==> src/rtl/audio_sample_packetizer.sv <==
// Buffers multi-channel L-PCM frames and emits HDMI Audio Sample Packets
// (layout 0 for 2 channels, layout 1 for 8) with IEC 60958 status and parity.
module audio_sample_packetizer #(
  parameter int unsigned CHANNELS               = 2,
  parameter int unsigned SAMPLE_WIDTH           = 24,
  parameter int unsigned FIFO_DEPTH             = 4,
  parameter logic        GRADE                  = 1'b0,
  parameter logic        SAMPLE_WORD_TYPE       = 1'b0,
  parameter logic        COPYRIGHT_NOT_ASSERTED = 1'b1,
  parameter logic [3:0]  SAMPLING_FREQUENCY     = 4'b0000,
  parameter logic [3:0]  WORD_LENGTH            = 4'b1011
) (
  input  logic                                   clk_pixel,
  input  logic                                   reset,
  input  logic                                   audio_sample_valid,
  output logic                                   audio_sample_ready,
  input  logic [CHANNELS-1:0][SAMPLE_WIDTH-1:0]  audio_sample_word,
  output logic                                   packet_valid,
  input  logic                                   packet_ready,
  output logic [23:0]                            header,
  output logic [3:0][55:0]                       sub
);
  localparam int unsigned AW = (FIFO_DEPTH > 1) ? $clog2(FIFO_DEPTH) : 1;
  localparam int unsigned CW = AW + 1;

  generate
    if (CHANNELS != 2 && CHANNELS != 8) begin : g_bad_channels
      $error("audio_sample_packetizer: CHANNELS must be 2 or 8");
    end
    if (FIFO_DEPTH < 2 || (FIFO_DEPTH & (FIFO_DEPTH - 1)) != 0) begin : g_bad_depth
      $error("audio_sample_packetizer: FIFO_DEPTH must be a power of two >= 2");
    end
    if (SAMPLE_WIDTH < 16 || SAMPLE_WIDTH > 24) begin : g_bad_width
      $error("audio_sample_packetizer: SAMPLE_WIDTH must be 16..24");
    end
  endgenerate

  typedef logic [CHANNELS-1:0][23:0] frame_t;

  frame_t              r_mem [FIFO_DEPTH];
  logic [AW-1:0]       r_wr;
  logic [AW-1:0]       r_rd;
  logic [CW-1:0]       r_count;
  logic [7:0]          r_fc;

  frame_t              w_in;
  logic                w_push;
  logic                w_load;
  logic [2:0]          w_n;
  logic [23:0]         w_header;
  logic [3:0][55:0]    w_sub;

  // Channel status bit for a given frame index and 1-based channel number.
  function automatic logic f_cs(input logic [7:0] idx, input logic [3:0] chnum);
    logic b;
    b = 1'b0;
    case (idx)
      8'd0:  b = GRADE;
      8'd1:  b = SAMPLE_WORD_TYPE;
      8'd2:  b = COPYRIGHT_NOT_ASSERTED;
      8'd20: b = chnum[0];
      8'd21: b = chnum[1];
      8'd22: b = chnum[2];
      8'd23: b = chnum[3];
      8'd24: b = SAMPLING_FREQUENCY[0];
      8'd25: b = SAMPLING_FREQUENCY[1];
      8'd26: b = SAMPLING_FREQUENCY[2];
      8'd27: b = SAMPLING_FREQUENCY[3];
      8'd32: b = WORD_LENGTH[0];
      8'd33: b = WORD_LENGTH[1];
      8'd34: b = WORD_LENGTH[2];
      8'd35: b = WORD_LENGTH[3];
      default: b = 1'b0;
    endcase
    return b;
  endfunction

  // Subpacket: two words plus {P,C,U,V} per word, V=U=0, even parity.
  function automatic logic [55:0] f_sub(input logic [23:0] lo, input logic [23:0] hi,
                                        input logic c_lo, input logic c_hi);
    logic p_lo;
    logic p_hi;
    p_lo = (^lo) ^ c_lo;
    p_hi = (^hi) ^ c_hi;
    return {p_hi, c_hi, 2'b00, p_lo, c_lo, 2'b00, hi, lo};
  endfunction

  // (fc + add) mod 192 without widening.
  function automatic logic [7:0] f_wrap(input logic [7:0] fc, input logic [2:0] add);
    if (fc >= 8'd192 - 8'(add)) return fc - (8'd192 - 8'(add));
    else return fc + 8'(add);
  endfunction

  always_comb begin
    w_in = '0;
    for (int c = 0; c < int'(CHANNELS); c++)
      w_in[c] = 24'(audio_sample_word[c]) << (24 - SAMPLE_WIDTH);
  end

  assign w_load             = (!packet_valid || packet_ready) && (r_count != '0);
  assign audio_sample_ready = (32'(r_count) != FIFO_DEPTH) || w_load;
  assign w_push             = audio_sample_valid && audio_sample_ready;

  always_comb begin
    w_n = 3'd1;
    if (CHANNELS == 2) w_n = (32'(r_count) >= 32'd4) ? 3'd4 : 3'(r_count);
  end

  generate
    if (CHANNELS == 8) begin : g_layout1
      frame_t w_fr;
      always_comb begin
        w_header        = 24'd2;
        w_sub           = '0;
        w_header[11:8]  = 4'hF;
        w_header[12]    = 1'b1;
        w_header[20]    = (r_fc == 8'd0);
        w_fr            = r_mem[r_rd];
        for (int k = 0; k < 4; k++)
          w_sub[k] = f_sub(w_fr[2*k], w_fr[2*k+1],
                           f_cs(r_fc, 4'(2*k+1)), f_cs(r_fc, 4'(2*k+2)));
      end
    end else begin : g_layout0
      frame_t w_fr;
      logic [7:0] w_idx;
      always_comb begin
        w_header = 24'd2;
        w_sub    = '0;
        w_fr     = '0;
        w_idx    = '0;
        for (int i = 0; i < 4; i++) begin
          if (3'(i) < w_n) begin
            w_idx           = f_wrap(r_fc, 3'(i));
            w_fr            = r_mem[r_rd + AW'(i)];
            w_header[8+i]   = 1'b1;
            w_header[20+i]  = (w_idx == 8'd0);
            w_sub[i]        = f_sub(w_fr[0], w_fr[1], f_cs(w_idx, 4'd1), f_cs(w_idx, 4'd2));
          end
        end
      end
    end
  endgenerate

  // Frame storage; reset only needs to clear the pointers.
  always_ff @(posedge clk_pixel) begin
    if (w_push) r_mem[r_wr] <= w_in;
  end

  always_ff @(posedge clk_pixel or posedge reset) begin
    if (reset) begin
      r_wr         <= '0;
      r_rd         <= '0;
      r_count      <= '0;
      r_fc         <= '0;
      packet_valid <= 1'b0;
      header       <= '0;
      sub          <= '0;
    end else begin
      if (w_push) r_wr <= r_wr + AW'(1);
      if (w_load) begin
        r_rd         <= r_rd + AW'(w_n);
        r_fc         <= f_wrap(r_fc, w_n);
        packet_valid <= 1'b1;
        header       <= w_header;
        sub          <= w_sub;
      end else if (packet_ready) begin
        packet_valid <= 1'b0;
      end
      r_count <= r_count + CW'(w_push) - (w_load ? CW'(w_n) : CW'(0));
    end
  end

endmodule

==> config.mk <==
export PLATFORM = sky130hd
export DESIGN_NAME = audio_sample_packetizer
export DESIGN_NICKNAME = d
export VERILOG_FILES = /design/src/rtl/audio_sample_packetizer.sv
export SDC_FILE = /design/constraint.sdc
export NUM_CORES = 1
export LEC_CHECK = 0
export BUFFER_PORTS_ARGS = -buffer_cell sky130_fd_sc_hd__buf_2
export CORE_MARGIN = 8
export CORE_UTILIZATION = 40
export CTS_CLUSTER_SIZE = 40
export DETAILED_ROUTE_END_ITERATION = 7
export PLACE_DENSITY = 0.61
export SLEW_MARGIN = 10
export SYNTH_ARGS = -nofsm -noshare
export SYNTH_HDL_FRONTEND = slang
export SYNTH_SLANG_ARGS = --single-unit
==> constraint.sdc <==
create_clock -name clk_pixel -period 8.85 [get_ports clk_pixel]
set_input_delay 0.4425 -clock clk_pixel [delete_from_list [all_inputs] [get_ports clk_pixel]]
set_output_delay 0.4425 -clock clk_pixel [all_outputs]
set_load 0.01 [all_outputs]
# == Yosys cells after proc, flatten, opt, wreduce, memory -nomap -nowiden ==
# Memory sizes are Yosys's and may differ from the RTL's.
# Index checks and enable logic that the tools add are counted.
# classes
magnitude_cmp,10
bitwise_logic,8
shift,0
n_eq_ne,1
n_div,0
add_sub_neg,17
n_mux,43
multipliers,0
reduce_logical,23
# ops
operator,count
two-way mux 56 bit,4
parity 24 bit,8
two-way mux 8 bit,9
>= comparator 8 bit (second input constant),4
zero test 8 bit,4
subtractor 8 bit (second input constant),4
two-way mux 1 bit,28
adder 8 x 2 -> 8 bit (second input constant),2
adder 8 x 1 -> 8 bit (second input constant),1
adder 8 x 3 -> 8 bit,1
>= comparator 8 bit,1
zero test 2 bit,4
subtractor 7 x 4 -> 8 bit (first input constant),1
subtractor 8 bit,1
bitwise XOR 1 bit,8
< comparator 1 x 3 -> 1 bit (first input constant),2
< comparator 2 x 3 -> 1 bit (first input constant),2
two-way mux 3 bit,2
adder 2 x 1 -> 2 bit (second input constant),2
adder 2 bit (second input constant),2
adder 3 x 1 -> 3 bit,1
>= comparator 3 bit (second input constant),1
!= test 3 bit (second input constant),1
nonzero test 3 bit,1
other kinds (6),8
# word_totals
reg_bits,249
ramBits,192
mem_bits_ro,512
elab_cells,121
latchBits,0
inputBits,52
memories,9
out_inout_bits,250
# memory_table
memory,words,word_bits,rd,rd_ports_with_merged_regs,write_ports,line,text
r_mem,4,48,4,0,1,40,frame_t r_mem [FIFO_DEPTH];
(name not given),64,1,1,0,0,57,case (idx)
(name not given),64,1,1,0,0,57,
(name not given),64,1,1,0,0,57,
(name not given),64,1,1,0,0,57,
(name not given),64,1,1,0,0,57,
+3 memories,--,--,--,--,--,--,

# == Depth between registers and ports, before layout ==
# depth
word_depth,9
ltp_mapped,14
mapped_depth_nobuf,13

# == Worst setup path after synthesis ==
# No wires, ideal clock.
# synth_timing
path_type,reg-to-reg
from,reg r_count[2]
to,reg r_fc[4]
required_ps,8763
arrival_time_ps,3043
path_stages_with_launch,15
synth_period_minus_slack_ps,3131
n_path_buf,1
setup_ps,87
slack_ps,5719
cell_sequence,dfrtp_1 > nor2b_1 > inv_1 > ha_1 > ha_1 > inv_1 > ha_1 > a21o_1 > a21o_1 > a21oi_1 > o211ai_1 > and2_0 > clkbuf_1 > mux2_2 > a22oi_1
# synth_via
elab_chain_cells,5
word_cells_on_any_way,9
cone_classes,add/sub (3); order compare (2); mux (2); reduce/logical (2)
# synth_lines
item,line,text
from (decl),43,logic [CW-1:0] r_count;
from (signal assigned),169,r_count <= r_count + CW'(w_push) - (w_load ? CW'(w_n) : CW'(0));
>= comparator 3 bit,106,if (CHANNELS == 2) w_n = (32'(r_count) >= 32'd4) ? 3'd4 : 3'(r_count);
two-way mux 3 bit,106,
subtractor 7 x 4 -> 8 bit,90,if (fc >= 8'd192 - 8'(add)) return fc - (8'd192 - 8'(add));
subtractor 8 bit / >= comparator 8 bit (equally long branches),90,
two-way mux 8 bit,90,
to (signal assigned),162,"r_fc <= f_wrap(r_fc, w_n);"
to (decl),44,logic [7:0] r_fc;
# Several ways; a longest one is shown, not always the timed one.
# A chain may end at the register's enable or synchronous reset.

# == Final worst setup path ==
# layout_timing
from,reg r_rd[0]
to,reg sub[167] in the netlist's numbering
# layout_via
elab_chain_cells,5
# layout_lines
item,line,text
from (decl),42,logic [AW-1:0] r_rd;
from (signal assigned),161,r_rd <= r_rd + AW'(w_n);
adder 2 bit,134,w_fr = r_mem[r_rd + AW'(i)];
memory (4 x 48 bit),--,
parity 24 bit,84,p_hi = (^hi) ^ c_hi;
bitwise XOR 1 bit,84,
two-way mux 56 bit,132,if (3'(i) < w_n) begin
to (signal assigned),165,sub <= w_sub;
to (decl),21,output logic [3:0][55:0] sub
# Every way passes these cells.

==> run summary <==
area of all sequential standard cells = 11600 µm²
predominant post-synthesis flop cell = dfrtp_1
number of top-level pins = 302
clock skew after layout = 24.43 ps
maximum clock frequency = 243.7 MHz
CP Launch Type = flip-flop
actual slew at the worst max-slew pin = 1106 ps
final setup TNS = 0 ps
worst min path class = primary input to asynchronous set/reset pin
combined area of the multi-input logic cells = 10090 µm²
outcome = complete, but fails checks
clock network latency to the later pin of the worst-skew pair = 600 ps
initial core utilization = 40.23%
DR pass1 iterations = 5
PD cells = 519.2 nW/µm²
final setup vio count = 0
hold violation total from the final report = 4
overall die area = 64240 µm²
clock tree root driver cell = clkbuf_16
floorplan die height = 253.5 µm
TritonCTS clock tree = done
share of the core filled with cells = 46.18%
sum of overflow across all layers after global routing = 0
Mapped Cells = 1557
yosys synthesis warning count = 0
number of remaining DRC errors = 0
Clock Pin Slew Worst Setup and Hold Paths = 60 ps
level count of the clock H-tree = 2
post-synthesis cell area = 22550 µm²
arrival time worst endpoint = 4570 ps
Final Wtd Congestion = 0.8540
post-placement cell count = 2488
leakage power total = 10.56 nW
global-route total usage across every layer = 20.24%
Critical Path Slowest Stage Cell = dfrtp_4
Routed Antenna Nets = 0
maximum vdd drop = 0.3249 mV
Worst path max stage delay = 950 ps
worst setup path category = flip-flop to flip-flop
family of cells with the greatest summed delay on the critical path = XOR/XNOR gates
clock sink count = 425
Final Routed Wirelength = 65930 µm
number of maximum-capacitance constraint violations = 0
Worst Path Max Fanout = 145
post-synthesis to final-layout area growth = 14.78%
post-cts sizing count = 0
final std cells w/o fill = 2578
portion of the clock cycle consumed by the worst path in the final layout = 46.36%
number of design-rule violations left by the first detailed-router iteration = 1064
Critical Path Sink Type = flip-flop
post-CTS setup buffers = 0
HPWL after detailed placement = 45630 µm
flip-flop and latch count after synthesis = 425
Slew Limit Fails = 0
worst-case clock buffer depth = 3
number of antenna violations at the first check in global routing = 12
Tmin final = 4103 ps
Post-synth ARST share = 54.82%
PortBufs = 270
Unique masters post-synth = 70
Via-to-Cell Ratio = 5.772
number of nets in the finished design = 1861
maximum number of pins on one net before global-route repair = 190
sequential share of the synthesized area = 51.41%
cell type with the highest occurrence count on the critical path = xnor2_1
number of enable flip-flop cells after synthesis = 192
count of buffering cells on the critical path with inverters included = 1
global-route wire length before repair = 98700 µm
worst relative slew slack = 26.27%
Num CTS Buffers = 47
Hold Worst Slack = -8.970 ps
total via count in the routed design = 14880
# hold bufs at CTS = 0
DIE WIDTH = 253.5 µm
RSZ-0062 raised after global routing = no
number of global-route vias before repair = 14920
failing checks = negative hold slack
critical path, cell by cell = buf_12 > mux4_2 > xnor2_1 > xnor2_1 > xnor2_1 > xnor3_1 > xnor2_1 > a22o_1
per-cell routed wire length = 25.57 µm
synthesized area divided by synthesized cell count = 14.49 µm²
Std-Cell Rows = 87
fraction of layout instances using a drive strength above 1 = 30.90%
Fillers = 4965
data required time at the worst endpoint = 9320 ps
core box area = 56060 µm²
-- final timing paths --
check | start | end | slack [ps] | cells after the start
setup / recovery | r_rd[0]$_DFFE_PP0P_ | sub[167]$_DFFE_PP0P_ | 4750 | 8
hold / removal | reset | sub[176]$_DFFE_PP0P_ | -9 | 2
setup reg to reg | r_rd[0]$_DFFE_PP0P_ | sub[167]$_DFFE_PP0P_ | 4750 | 8
hold reg to reg | header[1]$_DFFE_PP0P_ | header[1]$_DFFE_PP0P_ | 460 | 1
max in group asynchronous | reset | header[21]$_DFFE_PP0P_ | 7260 | 3
min in group clk_pixel | audio_sample_word[37] | r_mem[2][37]$_DFFE_PP_ | 70 | 1
-- metrics by stage --
stage          hold slack [ps]  instance area (µm²)  worst slack [ps]  power, W
4_1_cts                  30.38                25880              4703   0.01356
3_3_place_gp             445.1                24250              4744   0.01139
3_5_place_dp             447.1                24250              4741   0.01145
2_1_floorplan            504.1                22670              2018  0.009442
5_1_grt                  45.04                25880              4467   0.01426
6_report                -8.970                25890              4747   0.01344
-- cell type report --
| cell class | count | area share (%) |
|---|---|---|
| sequential | 425 | 44.82 |
| timing repair buffer | 287 | 5.809 |
| tap | 756 | 3.654 |
| multi-input combinational | 993 | 38.96 |
| antenna | 3 | 0.02900 |
| inverter | 27 | 0.4205 |
| clock inverter | 13 | 0.6525 |
| clock buffer | 74 | 5.655 |
-- per-layer routing --
metal	routed length, µm	global-route usage, %	up-vias
met3	5333	4.611	96
li1	-	-	6374
met1	28610	28.75	7761
met2	30590	31.55	634
met5	92	0	-
met4	1297	4.602	14
-- power by group --
group	internal (W)	leakage (nW)	switching, W
Combinational	0.00401	5.09	0.00393
Sequential	0.00276	4.68	0.000695
Clock	0.00121	0.797	0.000836
Total	0.00798	10.6	0.00546
-- state kept, by name, indices dropped and copies added (netlist names) --
signal,flops
r_rd,2
r_fc,8
header,9
r_mem,192
r_count,3
sub,208
packet_valid,1
r_wr,2
-- cells by family (layout without fill, tap and decap cells) --
logic type                 Yosys count  count (layout)  share of synthesized area [%]
AOI/OAI and AO/OA                  254             254                          8.982
xor gates and xnor gates           202             202                          8.343
adders and majority gates           28              28                          1.653
buffers and inverters              169             401                          4.532
DFF                                425             425                          51.41
muxes                              197             197                          19.62
other                                1              34                        0.01663
and+or+nand+nor                    281             281                          5.442
-- cell usage in the layout, fill, tap and decap left out, drive strengths merged, types with 3 or more instances in the layout --
cell,synthesis,layout
buf,83,287
dfrtp,233,233
edfxtp,192,192
mux4,192,192
nand2,185,185
xnor2,172,172
a22o,154,154
clkbuf,59,74
conb,1,31
inv,27,30
nor2,26,26
ha,25,25
xor2,24,24
o21ai,22,22
a21oi,21,21
nand3,14,14
nor3,10,10
and3,10,10
a21o,7,7
clkinv,0,7
xnor3,6,6
or3,6,6
o31ai,5,5
a32o,5,5
nand2b,5,5
a31oi,5,5
o211ai,5,5
and2,5,5
nor2b,4,4
a211oi,4,4
mux2i,4,4
diode,0,3
nand4,3,3
fa,3,3
-- cells in the mapped netlist (all sizes together), types with 10 or more instances --
cell    instances  area share [%]
a21oi          21            0.47
xnor2         172             6.8
edfxtp        192              26
a22o          154             6.0
nand3          14            0.31
nor2           26            0.43
buf            83             3.1
clkbuf         59            0.98
ha             25             1.4
nor3           10            0.22
inv            27            0.45
mux4          192              19
nand2         185             3.1
o21ai          22            0.49
dfrtp         233              26
and3           10            0.28
xor2           24            0.93
Note: power is estimated with default switching activity, not from simulation.
